<file path="src/rtl/serial_adder_sub.sv">
// Adder/subtractor that reuses one SLICE-bit full-adder slice across the word, with a registered
// carry between slices and valid/ready handshakes on operands and result.
//
// state | meaning
// IDLE  | waiting for operands, in_ready high
// RUN   | one slice per edge through the shared adder, LSB slice first
// DONE  | result presented, held until out_ready

module serial_adder_sub #(
    parameter int WIDTH = 8,
    parameter int SLICE = 1
) (
    input  logic             clk,
    input  logic             rst,
    input  logic             in_valid,
    output logic             in_ready,
    input  logic [WIDTH-1:0] a,
    input  logic [WIDTH-1:0] b,
    input  logic             sub,
    output logic             out_valid,
    input  logic             out_ready,
    output logic [WIDTH-1:0] sum,
    output logic             cout,
    output logic             ovf
);

    localparam int N     = WIDTH / SLICE;
    localparam int CNT_W = (N > 1) ? $clog2(N) : 1;

    generate
        if (WIDTH < 2) begin : g_bad_width
            $error("serial_adder_sub: WIDTH must be at least 2");
        end
        if (WIDTH % SLICE != 0) begin : g_bad_slice
            $error("serial_adder_sub: WIDTH must be a multiple of SLICE");
        end
    endgenerate

    typedef enum logic [1:0] {
        IDLE = 2'd0,
        RUN  = 2'd1,
        DONE = 2'd2
    } state_t;

    state_t           state;
    state_t           state_nxt;
    logic [WIDTH-1:0] a_sr;
    logic [WIDTH-1:0] b_sr;
    logic             carry;
    logic [CNT_W-1:0] cnt;
    logic [SLICE:0]   slice_sum;
    logic             msb_cin;
    logic             last;
    logic [WIDTH-1:0] res_cat;

    always_ff @(posedge clk or posedge rst) begin
        if (rst) begin
            state <= IDLE;
        end else begin
            state <= state_nxt;
        end
    end

    always_comb begin
        state_nxt = state;
        case (state)
            IDLE:    if (in_valid)  state_nxt = RUN;
            RUN:     if (last)      state_nxt = DONE;
            DONE:    if (out_ready) state_nxt = IDLE;
            default:                state_nxt = IDLE;
        endcase
    end

    assign in_ready  = (state == IDLE);
    assign out_valid = (state == DONE);
    assign last      = (state == RUN) && (cnt == CNT_W'(N - 1));

    assign slice_sum = {1'b0, a_sr[SLICE-1:0]} + {1'b0, b_sr[SLICE-1:0]} + (SLICE + 1)'(carry);
    // Carry into the word MSB recovered from the top bit of the final slice: s = a ^ b ^ cin.
    assign msb_cin   = a_sr[SLICE-1] ^ b_sr[SLICE-1] ^ slice_sum[SLICE-1];

    // The last slice goes straight to the output, so the partial-result register only holds
    // the first N-1 slices.
    generate
        if (N > 1) begin : g_res
            logic [WIDTH-SLICE-1:0] res_sr;

            always_ff @(posedge clk or posedge rst) begin
                if (rst) begin
                    res_sr <= '0;
                end else if (state == RUN) begin
                    res_sr <= res_cat[WIDTH-1:SLICE];
                end
            end

            assign res_cat = {slice_sum[SLICE-1:0], res_sr};
        end else begin : g_res_single
            assign res_cat = slice_sum[SLICE-1:0];
        end
    endgenerate

    always_ff @(posedge clk or posedge rst) begin
        if (rst) begin
            a_sr  <= '0;
            b_sr  <= '0;
            carry <= 1'b0;
            cnt   <= '0;
            sum   <= '0;
            cout  <= 1'b0;
            ovf   <= 1'b0;
        end else begin
            case (state)
                IDLE: begin
                    if (in_valid) begin
                        a_sr  <= a;
                        b_sr  <= sub ? ~b : b;
                        carry <= sub;
                        cnt   <= '0;
                    end
                end
                RUN: begin
                    a_sr  <= a_sr >> SLICE;
                    b_sr  <= b_sr >> SLICE;
                    carry <= slice_sum[SLICE];
                    cnt   <= cnt + CNT_W'(1);
                    if (last) begin
                        sum  <= res_cat;
                        cout <= slice_sum[SLICE];
                        ovf  <= msb_cin ^ slice_sum[SLICE];
                    end
                end
                default: ;
            endcase
        end
    end

endmodule

</file>
<file path="config.mk">
export PLATFORM = sky130hd
export DESIGN_NAME = serial_adder_sub
export DESIGN_NICKNAME = d
export VERILOG_FILES = /design/src/rtl/serial_adder_sub.sv
export SDC_FILE = /design/constraint.sdc
export NUM_CORES = 1
export LEC_CHECK = 0
export CAP_MARGIN = 10
export CORE_UTILIZATION = 48
export CTS_BUF_LIST = sky130_fd_sc_hd__clkbuf_8
export CTS_CLUSTER_DIAMETER = 40
export CTS_CLUSTER_SIZE = 30
export DETAILED_ROUTE_END_ITERATION = 10
export PLACE_DENSITY = 0.88
export SYNTH_ARGS = -nofsm -noshare
export SYNTH_HDL_FRONTEND = slang
export SYNTH_SLANG_ARGS = --single-unit
</file>
<file path="constraint.sdc">
create_clock -name clk -period 1.66 [get_ports clk]
set_clock_uncertainty 0.2 [all_clocks]
set_input_delay 0.332 -clock clk [delete_from_list [all_inputs] [get_ports clk]]
set_output_delay 0.332 -clock clk [all_outputs]
set_load 0.03 [all_outputs]
</file>
== Word level (Yosys, flattened, before mapping) ==
Index checks and enable logic that the tools add are counted.
Operators by class
  add/subtract/negate cells: 3
  bitwise gates (word level): 4
  reductions and logical operators: 6
  equality and inequality tests: 6
  muxes and demuxes: 13
Operators by type and width (number)
  one-hot mux 8 bit (2 select lines): 2
  two-way mux 8 bit: 3
  inverter 8 bit: 1
  two-way mux 2 bit: 3
  one-hot mux 2 bit (3 select lines): 1
  one-hot mux 3 bit (2 select lines): 1
  != test 2 bit (second input constant): 2
  AND reduction 2 bit: 2
  adder 3 x 1 -> 3 bit (second input constant): 1
  == test 3 bit (second input constant): 1
  two-way mux 3 bit: 1
  AND reduction 3 bit: 1
  XOR 1 bit: 3
  adder 1 x 1 -> 2 bit: 1
  adder 2 x 1 -> 2 bit: 1
  == test 2 x 1 -> 1 bit (second input constant): 1
  == test 2 bit (second input constant): 1
  logical NOT 2 bit: 1
  != test 2 x 1 -> 1 bit (second input constant): 1
  one-hot mux 1 bit (2 select lines): 1
  nonzero test 2 bit: 1
  logical AND 1 bit: 1
  two-way mux 1 bit: 1
Storage, ports and cells
  output and inout port bits: 12
  input port bits: 21
  register bits after elaboration: 39
  word-level logic and storage cells: 41

== Logic depth before layout (Yosys ltp) ==
  word-level depth: 4
  gate-level depth with buffers: 6
  mapped depth without buffers: 5

== Worst setup path after synthesis ==
No wires, ideal clock.
  kind: register to register
  start: register cnt[0]
  end: register cout
  setup time: 0.125 ns
  slack: -0.064 ns
  clock period less this slack: 1.724 ns
  data arrival time: 1.399 ns
  required time: 1.335 ns
  buffers on the path: 1
  cell stages (with the launch flop): 6
  path through: dfrtp_1 -> ha_1 -> ha_1 -> nand3b_1 -> buf_2 -> mux2_2
On the way
  cells in the longest elaborated chain, start to end: 3
Ends and longest elaborated chain
  from (decl): line 50  | logic [CNT_W-1:0] cnt;
  from (signal assigned): line 125  | cnt <= cnt + CNT_W'(1);
  == test 3 bit: line 76  | assign last = (state == RUN) && (cnt == CNT_W'(N - 1));
  logical AND 1 bit: line 76
  AND reduction 2 bit (no line)
  to (signal assigned): line 128  | cout <= slice_sum[SLICE];
  to (decl): line 23  | output logic cout,
No other way between the ends.
A chain may end at the register's enable or synchronous reset.

== Worst setup path in the final report ==
Ends and elaborated chain as after synthesis.

==> reports/qor.txt <==
status -> finished with violations
violated checks -> negative setup slack
slowest stage cell, crit path -> dfrtp_1
Seq cells post-synth -> 39
DR iter-0 viols -> 28
Net Sw Frac -> 0.340
hold buffers post-CTS -> 0
Least-Margin Pin Slew -> 0.312 ns
prevailing post-synth register cell -> dfrtp_1
Layout Nets -> 225
layout cells sized above 1 -> 0.307
Clock power frac -> 0.201
worst flop-to-flop path endpoint -> cout
YS warnings -> 0
P_int -> 3.10 mW
Synth Cell Area -> 0.00173 mm²
# clock sinks -> 39
Yosys top cell area share -> 0.564
final hold violations -> 0
fin worst setup slack -> -0.0689 ns
endpoints failing setup -> 11
Logic pwr share -> 0.453
Critical Path Sink Type -> flop
Total Routing Usage GR -> 0.215
FMAX -> 578 MHz
I/O Buffers -> 32
gp weighted congestion -> 0.838
largest net degree at the start of global routing -> 40
commonest cells in the netlist -> dfrtp_1, nand2_1, o21ai_0, mux2_2, a22oi_1
# diodes -> 0
top-count cell post-synth -> dfrtp_1
die height -> 62.0 µm
Crit path largest cell delay -> 0.40 ns
Leakage -> 1.14 nW
max-cap viol count -> 0
switching pwr -> 1.60 mW
TritonCTS buffer count -> 5
Post-Syn Area per Cell -> 11.8 µm²
first-pass GRT wire length -> 5750 µm
Post-DP HPWL -> 2410 µm
ranking of synthesized cells by area -> dfrtp_1, mux2_2, a22oi_1
Critical Path Fanout Max -> 11
critical path, cell by cell -> ha_2 -> ha_4 -> nand3b_1 -> buf_12 -> mux2_2
Critical Path AT -> 1.71 ns
DRC -> 0
cells on worst reg2reg path -> 5
Power Density -> 1900 mW/mm²
finished layout cell area -> 0.00247 mm²
Post-synth EDFFs -> 0
RSZ-0062 raised after global routing -> yes
critical path type -> flop to flop
family with the most delay on the worst path -> flip-flops
Synth cell types -> 22
Synth-to-Final Area Change -> 42.8%
die area -> 0.00385 mm²
Die Wd -> 62.0 µm
Clk Latency, worst-skew pair -> 0.29 ns
Post-Syn Nets -> 170
Cell Rows -> 21
WL per Instance -> 14.6 µm
Remaining Overflow, GRT -> 0
core area -> 0.00339 mm²
CTS tree -> done
Post-Route WL -> 3610 µm
Reg power frac -> 0.345
placed inst area -> 0.00223 mm²
total number of vias -> 1,323
register area share after synthesis -> 0.564
Clock Pin Slew Worst Setup and Hold Paths -> 0.08 ns
cell count after synthesis -> 146
starting density of the core -> 0.510
min cycle time layout -> 1.73 ns
vias per cell -> 5.33
CP bufs+invs -> 1
final-report max-slew violation count -> 0
Detail Route Antenna Nets -> 0
Clock Path Buffers -> 2
drt first pass iters -> 4
vias in the first global route -> 1,253
fillers -> 222
final period utilization -> 1.04
asr flop ratio synth -> 1.00
Core Util, Final -> 0.728
Req. time, crit path -> 1.64 ns
R2R Setup Slk -> -0.07 ns
Max IR drop VDD -> 0.000986 V
Worst Hold Class -> primary input to asynchronous set/reset pin
area leader, netlist -> dfrtp_1
CP startpoint kind -> flop
Slew headroom -> 0.793
antenna violations before repair -> 0
clk root buf -> clkbuf_8
I/O pin count -> 33
H-tree depth -> 2
worst reg2reg startpoint -> cnt[0]
routing by layer:
layer | routed length, µm | share of wire | track usage
met1 | 1550 | 0.43 | 0.267
met2 | 1820 | 0.50 | 0.337
met3 | 171 | 0.047 | 0.0745
met4 | 75 | 0.021 | 0.0984
met5 | 0 | 0 | 0
final cells by class:
cell class                 instances  area (µm²)  share of cell area
multi-input combinational         93         736               0.298
sequential                        39         976               0.395
inverter                           3        11.3             0.00456
clock buffer                       5        68.8              0.0279
clock inverter                     3        67.6              0.0274
timing repair buffer              59         552               0.224
tap                               46        57.6              0.0233
state kept, by name, summed over array words and instances (netlist names):
| register | count |
|---|---|
| a_sr | 8 |
| b_sr | 8 |
| sum | 8 |
| g_res.res_sr | 7 |
| cnt | 3 |
| state | 2 |
| carry | 1 |
| cout | 1 |
| ovf | 1 |
power groups by stage:
stage	clock network [mW]	registers, mW	logic, mW
5_1_grt	1.01	1.68	2.30
3_5_place_dp	0	1.63	1.96
6_report	0.945	1.62	2.13
3_3_place_gp	0	1.60	1.87
2_1_floorplan	0	1.80	1.04
4_1_cts	0.963	1.62	2.00
timing repair:
action / 4_1_cts / 5_1_grt
setup buffers: 4 / 1
pin swaps: 1 / 2
gates resized for setup: 22 / 11
endpoints found under the setup margin: 33 / 18
cells in the final DEF (no fill, tap or decap), drive strengths merged:
| cell type | Yosys | final |
|---|---|---|
| dfrtp | 39 | 39 |
| buf | 10 | 29 |
| clkdlybuf4s50 | 0 | 19 |
| nand2 | 18 | 18 |
| o21ai | 18 | 18 |
| mux2 | 17 | 17 |
| a22oi | 15 | 15 |
| dlygate4sd2 | 0 | 10 |
| xor2 | 8 | 8 |
| clkbuf | 1 | 5 |
| xnor2 | 3 | 3 |
| inv | 3 | 3 |
| nor2b | 2 | 2 |
| a22o | 2 | 2 |
| bufinv | 0 | 2 |
| nor2 | 2 | 2 |
| ha | 2 | 2 |
| o21bai | 1 | 1 |
| a32o | 1 | 1 |
| nand3b | 1 | 1 |
| nand2b | 1 | 1 |
| a21oi | 1 | 1 |
| fa | 1 | 1 |
| clkinvlp | 0 | 1 |
| dlymetal6s2s | 0 | 1 |
worst max-delay path by stage:
stage | from | end | slack, ns | cells past startpoint
finish | cnt[0] | cout | -0.07 | 5
global route | cnt[0] | sum[7] | -0.12 | 5
floorplan | cnt[0] | cout | 0.01 | 5
detailed placement | in_valid | carry | -0.45 | 5
global placement | in_valid | a_sr[3] | -0.31 | 5
CTS | carry | ovf | -0.04 | 4
worst min-delay path, cell delays in order:
cell	delay, ns
clkdlybuf4s50_1	0.40
inv_1	0.10
buf_12	0.23
cells by family (layout without fill, tap and decap cells):
family / count (synthesis) / in the layout / share of synthesized area
AND/OR/NAND/NOR: 24 / 24 / 0.0586
adder cells (fa/ha/maj): 3 / 3 / 0.0260
XOR/XNOR: 11 / 11 / 0.0557
buffers and inverters: 14 / 70 / 0.0441
flip-flops: 39 / 39 / 0.564
multiplexers: 17 / 17 / 0.111
AO/OA/AOI/OAI: 38 / 38 / 0.140
metrics by stage:
| step | TNS (ns) | setup WS, ns | hold WS (ns) | instances | power, mW |
|---|---|---|---|---|---|
| after floorplan | 0 | 0.0119 | 0.240 | 146 | 2.84 |
| after detailed placement | -7.47 | -0.446 | 0.275 | 235 | 3.59 |
| after global routing | -1.09 | -0.118 | 0.216 | 248 | 4.99 |
| after global placement | -4.72 | -0.308 | 0.264 | 235 | 3.48 |
| final | -0.586 | -0.0689 | 0.201 | 248 | 4.70 |
| after CTS | -0.378 | -0.0434 | 0.207 | 247 | 4.59 |
Power figures use the tool's default switching activity.
